**config.mk**
```make
export PLATFORM = sky130hd
export DESIGN_NAME = ram_arbiter
export DESIGN_NICKNAME = d
export VERILOG_FILES = /design/src/rtl/ram_arbiter_pkg.sv /design/src/rtl/ram_arbiter_rr_pick.sv /design/src/rtl/ram_arbiter.sv
export SDC_FILE = /design/constraint.sdc
export NUM_CORES = 1
export LEC_CHECK = 0
export BUFFER_PORTS_ARGS = -buffer_cell sky130_fd_sc_hd__buf_4
export CORE_AREA = 2 2 146 91
export CTS_CLUSTER_DIAMETER = 30
export DETAILED_ROUTE_END_ITERATION = 6
export DIE_AREA = 0 0 148 93
export PLACE_DENSITY = 0.73
export SLEW_MARGIN = 40
export SYNTH_ARGS = -nofsm -noshare
export SYNTH_HDL_FRONTEND = slang
export SYNTH_SLANG_ARGS = --single-unit
export TNS_END_PERCENT = 1
```
**constraint.sdc**
```tcl
create_clock -name clk -period 4.2 [get_ports clk]
set_clock_uncertainty 0.05 [all_clocks]
set_input_delay 0.42 -clock clk [delete_from_list [all_inputs] [get_ports clk]]
set_output_delay 0.42 -clock clk [all_outputs]
set_load 0.03 [all_outputs]
```
**src/rtl/ram_arbiter_pkg.sv**
```systemverilog
// Shared definitions for the RAMControl arbiter: bus widths, opcodes, FSM states, command record.
package ram_arbiter_pkg;

  localparam int ADDR_W = 23;
  localparam int DATA_W = 16;

  localparam logic OP_READ  = 1'b0;
  localparam logic OP_WRITE = 1'b1;

  typedef enum logic [2:0] {
    ST_IDLE       = 3'd0,
    ST_ISSUE      = 3'd1,
    ST_WAIT_BUSY  = 3'd2,
    ST_WAIT_READY = 3'd3,
    ST_DONE       = 3'd4
  } state_e;

  typedef struct packed {
    logic              instr;
    logic [ADDR_W-1:0] addr;
    logic [DATA_W-1:0] wdata;
  } cmd_t;

endpackage

```
**src/rtl/ram_arbiter_rr_pick.sv**
```systemverilog
// Combinational round-robin pick: first set request at or after ptr (wrapping), one-hot out.
// Zero latency; any=0 when nothing is pending.
module ram_arbiter_rr_pick #(
  parameter int NREQ = 4,
  parameter int PW   = 2
) (
  input  logic [NREQ-1:0] req,
  input  logic [PW-1:0]   ptr,
  output logic [NREQ-1:0] gnt,
  output logic            any
);

  int slot;

  // Scan by distance from ptr; constant bit indices keep the mux free of variable part-selects.
  always_comb begin
    gnt  = '0;
    any  = 1'b0;
    slot = 0;
    for (int i = 0; i < NREQ; i++) begin
      slot = int'(ptr) + i;
      if (slot >= NREQ) slot = slot - NREQ;
      for (int k = 0; k < NREQ; k++) begin
        if (!any && req[k] && (slot == k)) begin
          gnt[k] = 1'b1;
          any    = 1'b1;
        end
      end
    end
  end

endmodule

```
**src/rtl/ram_arbiter.sv**
```systemverilog
// Round-robin arbiter sharing one RAMControl port among NREQ requesters, one op in flight, optional lock.
// Req sampled in IDLE -> ramLatch next cycle -> done one cycle after ramReady returns; waits while ramReady=0.
module ram_arbiter
  import ram_arbiter_pkg::*;
#(
  parameter int NREQ    = 4,
  parameter int TIMEOUT = 1024,
  parameter int TW      = 11
) (
  input  logic                   clk,
  input  logic                   rst_n,
  input  logic [NREQ-1:0]        req,
  input  logic [NREQ-1:0]        lock,
  input  logic [NREQ-1:0]        instr,
  input  logic [NREQ*ADDR_W-1:0] addr,
  input  logic [NREQ*DATA_W-1:0] wdata,
  output logic [NREQ-1:0]        grant,
  output logic [NREQ-1:0]        done,
  output logic [DATA_W-1:0]      rdata,
  output logic                   err,
  output logic                   ramInstruction,
  output logic                   ramLatch,
  output logic [ADDR_W-1:0]      ramBusAddr,
  output logic [DATA_W-1:0]      ramBusDataIn,
  input  logic [DATA_W-1:0]      ramBusDataOut,
  input  logic                   ramReady
);

  localparam int PW = $clog2(NREQ);

  state_e            state_q, state_d;
  logic [NREQ-1:0]   grant_q, grant_d;
  cmd_t              cmd_q, cmd_d;
  logic [DATA_W-1:0] rdata_q, rdata_d;
  logic [PW-1:0]     rr_q, rr_d;
  logic [TW-1:0]     tmo_q, tmo_d;
  logic              err_q, err_d;

  logic [NREQ-1:0]   pick_gnt;
  logic              pick_any;
  logic [NREQ-1:0]   sel;
  cmd_t              src_cmd;
  logic [PW-1:0]     owner_idx;
  logic [PW-1:0]     rr_next;
  logic              locked;
  logic              tmo_hit;

  ram_arbiter_rr_pick #(
    .NREQ (NREQ),
    .PW   (PW)
  ) u_rr_pick (
    .req (req),
    .ptr (rr_q),
    .gnt (pick_gnt),
    .any (pick_any)
  );

  // Command source: the new winner when leaving IDLE, the current owner when a lock re-issues.
  assign sel = (state_q == ST_IDLE) ? pick_gnt : grant_q;

  always_comb begin
    src_cmd = '0;
    for (int i = 0; i < NREQ; i++) begin
      if (sel[i]) begin
        src_cmd.instr = instr[i];
        src_cmd.addr  = addr[i*ADDR_W +: ADDR_W];
        src_cmd.wdata = wdata[i*DATA_W +: DATA_W];
      end
    end
  end

  always_comb begin
    owner_idx = '0;
    for (int i = 0; i < NREQ; i++) begin
      if (grant_q[i]) owner_idx = PW'(i);
    end
  end

  assign rr_next = (owner_idx == PW'(NREQ - 1)) ? '0 : owner_idx + PW'(1);
  assign locked  = |(grant_q & lock & req);
  assign tmo_hit = (tmo_q == TW'(TIMEOUT - 1));

  always_comb begin
    state_d = state_q;
    grant_d = grant_q;
    cmd_d   = cmd_q;
    rdata_d = rdata_q;
    rr_d    = rr_q;
    tmo_d   = tmo_q;
    err_d   = 1'b0;
    case (state_q)
      ST_IDLE: begin
        // Never strobe a controller that has not finished its previous cycle.
        if (pick_any && ramReady) begin
          grant_d = pick_gnt;
          cmd_d   = src_cmd;
          tmo_d   = '0;
          state_d = ST_ISSUE;
        end
      end
      ST_ISSUE: begin
        state_d = ST_WAIT_BUSY;
      end
      ST_WAIT_BUSY: begin
        tmo_d = tmo_q + 1'b1;
        if (!ramReady) begin
          state_d = ST_WAIT_READY;
        end else if (tmo_hit) begin
          err_d   = 1'b1;
          state_d = ST_DONE;
        end
      end
      ST_WAIT_READY: begin
        tmo_d = tmo_q + 1'b1;
        if (ramReady) begin
          if (cmd_q.instr == OP_READ) rdata_d = ramBusDataOut;
          state_d = ST_DONE;
        end else if (tmo_hit) begin
          err_d   = 1'b1;
          state_d = ST_DONE;
        end
      end
      ST_DONE: begin
        if (locked) begin
          cmd_d   = src_cmd;
          tmo_d   = '0;
          state_d = ST_ISSUE;
        end else begin
          grant_d = '0;
          rr_d    = rr_next;
          state_d = ST_IDLE;
        end
      end
      default: begin
        state_d = ST_IDLE;
      end
    endcase
  end

  always_ff @(posedge clk or negedge rst_n) begin
    if (!rst_n) begin
      state_q <= ST_IDLE;
      grant_q <= '0;
      cmd_q   <= '0;
      rdata_q <= '0;
      rr_q    <= '0;
      tmo_q   <= '0;
      err_q   <= 1'b0;
    end else begin
      state_q <= state_d;
      grant_q <= grant_d;
      cmd_q   <= cmd_d;
      rdata_q <= rdata_d;
      rr_q    <= rr_d;
      tmo_q   <= tmo_d;
      err_q   <= err_d;
    end
  end

  assign grant          = grant_q;
  assign done           = (state_q == ST_DONE) ? grant_q : '0;
  assign err            = err_q;
  assign rdata          = rdata_q;
  assign ramLatch       = (state_q == ST_ISSUE);
  assign ramInstruction = cmd_q.instr;
  assign ramBusAddr     = cmd_q.addr;
  assign ramBusDataIn   = cmd_q.wdata;

endmodule
```
Word-level counts from Yosys, hierarchy flattened
Index checks and enable logic that the tools add are counted.

Bits in registers: 77. Bits of input ports: 187. Output and inout bits: 66. Logic and storage cells: 172.

Add/sub/neg operators: 9. Order comparisons: 4. Equality and inequality tests: 21. Muxes and demuxes: 64. Bitwise gates (word level): 4. Reductions and logical operators: 61.

Operators with widths (count): 32-bit by 3-bit == test with 1-bit output (second input constant) (8); 40-bit 2-to-1 mux (6); 32-bit by 2-bit == test with 1-bit output (second input constant) (4); 32-bit logical NOT (4); 32-bit 2-to-1 mux (4); 32-bit by 4-bit greater-or-equal comparator with 1-bit output (second input constant) (3); 32-bit by 4-bit subtractor with 32-bit output (second input constant) (3); 40-bit one-hot mux with 2 select lines (1); 1-bit 2-to-1 mux (36); 11-bit one-hot mux with 3 select lines (1); 1-bit logical AND (32); 11-bit 2-to-1 mux (2); 4-bit 2-to-1 mux (4); 1-bit logical NOT (15); 3-bit one-hot mux with 5 select lines (1); 3-bit 2-to-1 mux (4); 3-bit AND reduction (4); 11-bit by 1-bit adder with 11-bit output (second input constant) (1); 11-bit by 10-bit == test with 1-bit output (second input constant) (1); 4-bit AND (2); 4-bit one-hot mux with 2 select lines (1); 2-bit by 2-bit adder with 3-bit output (second input constant) (2); 3-bit by 2-bit == test with 1-bit output (second input constant) (2); 2-bit 2-to-1 mux (3); other kinds (17) (19).

Depth between registers and ports, before layout
Gate-level depths: netlist of run 1.

Word-level depth: 72. Depth in mapped cells: 9. Gate-level depth less buffers: 6.

Cells and area by module
Synthesis of run 1 repeated with hierarchy kept, for this count alone.

Cell total of the unflattened synthesis: 471. Area, all modules: 4461.8 sq um.

Modules (own cells, without submodules): ram_arbiter (times used 1, cells an instance 453, area an instance 4347.9 sq um, sequential area each 1926.8 sq um); ram_arbiter_rr_pick (times used 1, cells an instance 18, area an instance 113.9 sq um, sequential area each 0.0 sq um).

Worst setup path after synthesis of run 1
No wires, ideal clock.

Path kind: input-to-reg. Start: input req[1]. End: register cmd_q (netlist bit ramBusAddr[1]). Library setup time: 145 ps. Arrival: 1820 ps. Required time: 4005 ps. Slack: 2186 ps. Cell stages on the path: 8. Path buffers: 2. Cell sequence: buf_2 > a2bb2oi_1 > o22ai_1 > a31o_2 > buf_2 > a2111o_1 > o211ai_2 > a31oi_2.

Longest elaborated chain between the ends: 63. Elaborated cells on any way between the ends: 88. Classes of those cells: 2 x eq/ne; 38 x mux; 1 x bitwise; 47 x reduce/logical.

Ends and longest elaborated chain: start, declared (line ram_arbiter.sv:12) `input logic [NREQ-1:0] req,`; 1-bit logical AND (2 in a row) (line ram_arbiter_rr_pick.sv:24) `if (!any && req[k] && (slot == k)) begin`; 1-bit 2-to-1 mux (line ram_arbiter_rr_pick.sv:24); 1-bit logical NOT (line ram_arbiter_rr_pick.sv:24); 1-bit logical AND (2 in a row) (line ram_arbiter_rr_pick.sv:24); 1-bit 2-to-1 mux (line ram_arbiter_rr_pick.sv:24); 1-bit logical NOT (line ram_arbiter_rr_pick.sv:24); 1-bit logical AND (2 in a row) (line ram_arbiter_rr_pick.sv:24); 1-bit 2-to-1 mux (line ram_arbiter_rr_pick.sv:24); [... 43 more ...]; 1-bit 2-to-1 mux (line ram_arbiter_rr_pick.sv:24); 1-bit logical NOT (line ram_arbiter_rr_pick.sv:24); 1-bit logical AND (2 in a row) (line ram_arbiter_rr_pick.sv:24); 1-bit 2-to-1 mux (line ram_arbiter_rr_pick.sv:24); 4-bit 2-to-1 mux (line ram_arbiter.sv:59) `assign sel = (state_q == ST_IDLE) ? pick_gnt : grant_q;`; 40-bit 2-to-1 mux (line ram_arbiter.sv:64) `if (sel[i]) begin`; 40-bit 2-to-1 mux (on tied branches) (line ram_arbiter.sv:124, ram_arbiter.sv:94); 40-bit one-hot mux with 2 select lines (line ram_arbiter.sv:91) `case (state_q)`; end signal, assigned (line ram_arbiter.sv:152) `cmd_q <= cmd_d;`; end, declared (line ram_arbiter.sv:33) `cmd_t cmd_q, cmd_d;`.

Parallel ways exist; a longest one is shown, timed or not. The select of a mux whose other input is x is not followed. A chain may end at the register's enable or synchronous reset.

Worst setup path after layout of run 1
Start: register state_q[0]. End: register cmd_q (netlist bit ramBusDataIn[9]).

Longest elaborated chain between the ends: 8. Elaborated cells on any way between the ends: 14. Classes of those cells: 3 x eq/ne; 8 x mux; 3 x reduce/logical.

Ends and longest elaborated chain: start, declared (line ram_arbiter.sv:31) `state_e state_q, state_d;`; start signal, assigned (line ram_arbiter.sv:150) `state_q <= state_d;`; 3-bit logical NOT (line ram_arbiter.sv:59, ram_arbiter.sv:91); 4-bit 2-to-1 mux (line ram_arbiter.sv:59); 40-bit 2-to-1 mux (4 in a row) (line ram_arbiter.sv:64); 40-bit 2-to-1 mux (on tied branches) (line ram_arbiter.sv:124, ram_arbiter.sv:94); 40-bit one-hot mux with 2 select lines (line ram_arbiter.sv:91).

Parallel ways exist; a longest one is shown, timed or not. The select of a mux whose other input is x is not followed.

==> results of run 1 <==
## cell usage in the layout (no fill, tap or decap), types with 6 or more instances in the layout
cell type | synthesis | routed
clkbuf_16 | 0 | 9
mux2_2 | 20 | 20
a21boi_1 | 27 | 27
nand2_1 | 53 | 53
nand3_1 | 7 | 7
o211ai_1 | 37 | 37
a21boi_0 | 15 | 15
xnor2_1 | 7 | 7
a2111o_1 | 40 | 40
nor2_1 | 60 | 59
buf_4 | 1 | 257
a21oi_1 | 10 | 10
and2_1 | 6 | 6
o21ai_0 | 6 | 6
a31oi_1 | 36 | 36
dfrtp_1 | 77 | 77
## power groups by stage
stage | Sequential, mW | Combinational [mW] | Clock [mW]
floorplan | 1.88 | 1.82 | 0
detailed placement | 1.39 | 3.47 | 0
global route | 1.44 | 3.73 | 0.858
finish | 1.39 | 3.47 | 0.806
global placement | 1.38 | 3.26 | 0
CTS | 1.39 | 3.47 | 0.821
## metrics by stage
step | utilization (%) | instance area (µm²)
3_3_place_gp | 54.2 | 6770
2_1_floorplan | - | 4880
4_1_cts | 57.8 | 7220
6_report | 58.1 | 7260
5_1_grt | 58.1 | 7260
3_5_place_dp | 55.3 | 6910
## critical path, cell delays in order, from the launching register on
cell,delay [ns]
dfrtp_1,0.53
or3_1,0.62
a211oi_4,0.33
buf_4,0.31
nor2_4,0.13
buf_8,0.20
buf_16,0.16
o211ai_1,0.22
a31oi_1,0.12
## sequential cells by signal (all words and copies together) (netlist names)
signal and cells:
ramBusAddr 23, state_q 3, rdata 16, grant 4, rr_q 2, ramBusDataIn 16
tmo_q 11, ramInstruction 1, err 1
## cells by family after synthesis
| logic type | after synthesis | share of synthesized area, % |
|---|---|---|
| AO/OA/AOI/OAI | 200 | 33.7 |
| XOR/XNOR | 9 | 1.61 |
| adder cells (fa/ha/maj) | 1 | 0.256 |
| buffers and inverters | 56 | 6.61 |
| flip-flops | 77 | 39.4 |
| multiplexers | 22 | 5.02 |
| AND/OR/NAND/NOR | 146 | 13.3 |
## cell type report
class                      count  area [µm²]
tap                          170         213
clock buffer                  10         239
timing repair buffer         266        2090
multi-input combinational    378        2700
inverter                       5        18.8
fill                        1101        5230
clock inverter                 6        70.1
sequential                    77        1930
## repair_timing
item | 4_1_cts | 5_1_grt
setup endpoints to repair | 0 | 0
gates resized for setup | 0 | 0
hold buffers | 0 | 1
hold endpoints to repair | 0 | 34
## layer usage
layer / GRT usage, % / share of wire [%] / vias up
li1: - / - / 2384
met1: 32.6 / 43 / 2432
met2: 41.1 / 49 / 207
met3: 4.93 / 7.1 / 8
met4: 3.97 / 0.59 / 0
met5: 0 / 0 / -
## final timing paths
kind	end	slack [ns]
max in group asynchronous	tmo_q[1]$_DFFE_PN0P_	3.02
worst min register to register	rdata[4]$_DFFE_PN0P_	0.46
worst max register to register	ramBusDataIn[9]$_DFFE_PN0P_	1.39
worst max-delay path	ramBusDataIn[9]$_DFFE_PN0P_	1.39
worst min-delay path	rdata[6]$_DFFE_PN0P_	0.27
min in group asynchronous	ramBusAddr[11]$_DFFE_PN0P_	0.52
==> summary.txt, run 1 <==
Timing
  – RSZ-0062 raised after global routing: no
  – WHS: 0.269 ns
  – Fin. Hold Viols: 0
  – Slew headroom: 50.1%
  – F_max: around 360 MHz
  – Post-route setup TNS: 0 ns
  – Setup ws final: 1.39 ns
  – Final setup fails: 0
  – Actual slew at the worst max-slew pin: 0.745 ns
  – Part of the cycle the worst path needs: between 60 and 70%
  – Final Max Tran Viols: 0
  – Minimum clock period: between 2 and 3 ns

GRT
  – First-pass GRT wire length: 26.5 mm
  – GRT Total Usage: between 20% and 30%
  – GRT overflow: 0
  – Initial antenna violation count: 0
  – Largest net degree at the start of global routing: roughly 80
  – Vias in the first global route: roughly 5000

Yosys
  – Synth area leaders: dfrtp_1, a2111o_1, o211ai_1
  – Most numerous cell in the Yosys netlist: dfrtp_1
  – Mapped Cells: 511
  – Most used DFF post-synth: dfrtp_1
  – Synth async-reset ratio: 100%
  – Post-synth top area share: 39.4%
  – Synth top cells by count: dfrtp_1, nor2_1, nand2_1
  – Synth Register Bits: a little under 80
  – Seq/Total Area, Yosys: around two fifths
  – Post-synthesis net count: roughly 700
  – EDFF count, synth: 0
  – Netlist Area Pre-Place: about 4900 µm²
  – Yosys Warn Count: 0
  – Distinct cells, synth: 53
  – Yosys top cell by area: dfrtp_1
  – Synthesized area per cell: between 9 and 10 µm²

Worst setup path
  – Startpoint types: flip-flop
  – Critical path fanouts, max: 20
  – Worst EP required: around 4.3 ns
  – Worst setup EP type: flip-flop
  – Critical path class: flip-flop to flip-flop
  – Critical Path AT: 2.95 ns
  – Worst R2R Start: state_q[0]$_DFFE_PN0P_
  – Critical path launch point: state_q[0]$_DFFE_PN0P_
  – R2R cell count: 8

Die
  – Die Area: roughly 14000 µm²
  – Top Ports: roughly 250
  – Die height: around 93 µm
  – Die width: between 100 and 150 µm
  – Initial Util: about two fifths
  – Core Area: roughly 12000 µm²
  – Num rows: 32

Pwr
  – Switching Share: 46.6%
  – Leakage power: 3.37 nW
  – Peak supply drop: just over 0.0003 V
  – Gate power share: about three fifths
  – Tot Pwr: around 5.7 mW
  – P_sw: 2.64 mW
  – Clock Power Share: between 10% and 20%
  – Cell internal pwr: just over 3 mW
  – Cell Pwr Density: slightly below 800 nW/µm²
  – Share of power burned in registers: roughly a quarter

Routing
  – Post-route DRC: 0
  – Avg WL per Cell: between 15 and 20 µm
  – DR vias/cell: approximately 5.5
  – 1st-pass router iterations: 7
  – Post-DRT Antenna Nets: 0
  – Iter 0 DRT Violations: 320
  – Routed WL: between 15 and 20 mm
  – Vias: slightly above 5000

Clock tree
  – Clock Path Buffers: 2
  – Root Buffer: clkbuf_16
  – Total CTS buffers: 9
  – Setup repair bufs after CTS: 0
  – Clock slew at reported path FFs: roughly 0.070 ns
  – Total clock sinks: 77
  – Worst skew pair latency: about 0.33 ns
  – CTS tree: done
  – H-tree Lvls: 3

Placement
  – Place WS: 1.42 ns
  – Final GP Congestion: between 0.8 and 0.9
  – Placed cell count: 893
  – Hpwl dp: roughly 12 mm
  – IO buf count: between 200 and 300

Final layout
  – Ratio of cells with drive above 1 in the final layout: 43.9%
  – Fin cells: between 900 and 1000
  – Layout Nets: ~930
  – Area Overhead vs Synth: 48.6%
  – Antenna Cells: 0

Worst hold path
  – Hold Path Class: primary input to flip-flop
  – Hold depth: 2
  – Hold path startpoint: ramBusDataOut[6]

Outcome
  – Outcome: finished, final reports clean

Job
  – Max Cap Violations: 0
No activity file was read; power rests on OpenSTA's default activity.
==> run 2, diff against run 1 <==
- clock period: 4.2 -> 2.8 ns (I/O delays scaled with it)
==> run 2 against run 1 <==
- worst hold slack got worse by 0.15 ns
- global-route usage rose by 0.29 points
- register-to-register slack got worse by 1.2 ns
- core utilization fell by 0.49 points
- die area did not move
- count of clock-buffer cells in the layout fell by 1
- sequential share of layout area rose by 0.23 points
- non-clock buffer count did not move
- critical endpoint is now ramBusAddr[9]$_DFFE_PN0P_
- largest cell class unchanged
==> summary.txt, run 2 (same netlist as run 1, synthesis figures left out) <==
Pwr
  – Leakage power: approximately 3.3 nW
  – Cell Pwr Density: 1170 nW/µm²
  – Peak supply drop: 0.000468 V

Worst setup path
  – Critical path fanouts, max: 40
  – Worst EP required: 2.94 ns
  – Critical Path AT: about 2.8 ns
  – Worst setup EP type: flip-flop
  – Startpoint types: flip-flop
  – Critical path class: flip-flop to flip-flop

Clock tree
  – Post-cts sizing count: 0
  – Clock slew at reported path FFs: about 0.070 ns
  – Root Buffer: clkbuf_16
  – Setup repair bufs after CTS: 0
  – H-tree Lvls: 3
  – Total clock sinks: 77
  – CTS tree: done
  – Total CTS buffers: 9
  – CTS Hold Bufs: 1
  – Clock Path Buffers: 2
  – Worst skew pair latency: between 0.3 and 0.4 ns

Final layout
  – Largest register FFs: 23
  – Most common cell after layout, fill and taps aside: buf_4
  – Design area: around 7200 µm²
  – Most frequent cells in the layout: buf_4, dfrtp_1, nor2_1, nand2_1, a2111o_1
  – Final core occ: between 50 and 60%
  – Filler instances: roughly 1100
  – Layout Nets: 925
  – Ratio of cells with drive above 1 in the final layout: a little over two fifths
  – Antenna Cells: 0
  – Area Overhead vs Synth: 47.4%

Timing
  – Actual slew at the worst max-slew pin: about 0.75 ns
  – Post-route setup TNS: 0 ns
  – F_max: approximately 380 MHz
  – Setup ws final: a little under 0.2 ns
  – Final setup fails: 0
  – Slew headroom: 50.3%
  – Fin. Hold Viols: 0
  – Part of the cycle the worst path needs: 93.1%
  – Minimum clock period: 2.61 ns
  – RSZ-0062 raised after global routing: no
  – WHS: 0.118 ns
  – Final Max Tran Viols: 0

GRT
  – First-pass GRT wire length: about 27 mm
  – Vias in the first global route: 5262
  – GRT overflow: 0
  – GRT Total Usage: 24.5%
  – Largest net degree at the start of global routing: 90
  – Initial antenna violation count: 0

Die
  – Initial Util: about 40%
  – Core Area: around 12000 µm²
  – Num rows: 32
  – Die height: 93 µm
  – Die Area: roughly 14000 µm²
  – Die width: 148 µm
  – Top Ports: 253

Placement
  – Hpwl dp: between 10 and 15 mm
  – IO buf count: about 250
  – Place WS: 0.239 ns
  – Final GP Congestion: around 0.85
  – DP Area: around 6900 µm²

Routing
  – 1st-pass router iterations: 5
  – Avg WL per Cell: 18.9 µm
  – Post-DRT Antenna Nets: 0
  – DR vias/cell: 5.63
  – Routed WL: about 17 mm
  – Vias: 5139
  – Iter 0 DRT Violations: 244
  – Post-route DRC: 0

Worst hold path
  – Hold Path Class: primary input to flip-flop

Job
  – Max Cap Violations: 0

Outcome
  – Outcome: finished, final reports clean
## run 2: cell count changes in the layout (fill, tap and decap cells not counted), moves of 2 or more
| cell | previous run | this run |
|---|---|---|
| buf_12 | 0 | 3 |
| buf_16 | 3 | 0 |
| buf_4 | 257 | 259 |
| buf_8 | 4 | 2 |
| clkinv_4 | 3 | 0 |
| clkinvlp_4 | 0 | 2 |
| inv_6 | 1 | 4 |
## run 2: cell type report
type / instances / area (µm²) / area share [%]
repair buffers: 266 / 2060 / 28.6
multi-input cells: 378 / 2690 / 37.4
inverters: 5 / 18.8 / 0.261
clock buffers: 9 / 225 / 3.13
flip-flops and latches: 77 / 1930 / 26.8
well taps: 170 / 213 / 2.95
clock inverters: 7 / 66.3 / 0.921
## run 2: metrics by stage
stage | power (mW) | instances
after floorplan | 5.56 | 511
after global placement | 7.03 | 893
after detailed placement | 7.26 | 895
after CTS | 8.44 | 912
after global routing | 8.93 | 912
final | 8.39 | 912
## run 2: metal layers
layer | track usage, % | part of all wire [%] | vias to the layer above | routed length [µm]
met5 | 0 | 0 | - | 0
met4 | 5.87 | 0.91 | 0 | 157
met3 | 4.83 | 7.6 | 16 | 1310
met2 | 42.6 | 48 | 210 | 8360
met1 | 31.6 | 43 | 2530 | 7420
li1 | - | - | 2383 | -
## run 2: worst paths after layout
check | slack, ns | end | from | cells past startpoint
max in group asynchronous | 1.68 | rdata[0]$_DFFE_PN0P_ | rst_n | 2
min in group asynchronous | 0.47 | ramBusAddr[11]$_DFFE_PN0P_ | rst_n | 2
worst min-delay path | 0.12 | rdata[8]$_DFFE_PN0P_ | ramBusDataOut[8] | 2
worst max-delay path | 0.19 | ramBusAddr[9]$_DFFE_PN0P_ | state_q[2]$_DFFE_PN0P_ | 6
worst min register to register | 0.46 | rdata[0]$_DFFE_PN0P_ | rdata[0]$_DFFE_PN0P_ | 1
worst max register to register | 0.19 | ramBusAddr[9]$_DFFE_PN0P_ | state_q[2]$_DFFE_PN0P_ | 6
## run 2: where the power goes
part	switching [mW]	total (mW)	internal (mW)
Clock	0.525	1.15	0.621
Combinational	3.04	5.18	2.14
Sequential	0.429	2.07	1.64
## run 2: worst max-delay path, stage by stage, from the launching register on
cell      delay (ns)
dfrtp_1         0.51
or3_1           0.63
nand2_4         0.47
a21boi_0        0.17
a2111o_1        0.40
o211ai_1        0.10
a31oi_1         0.11
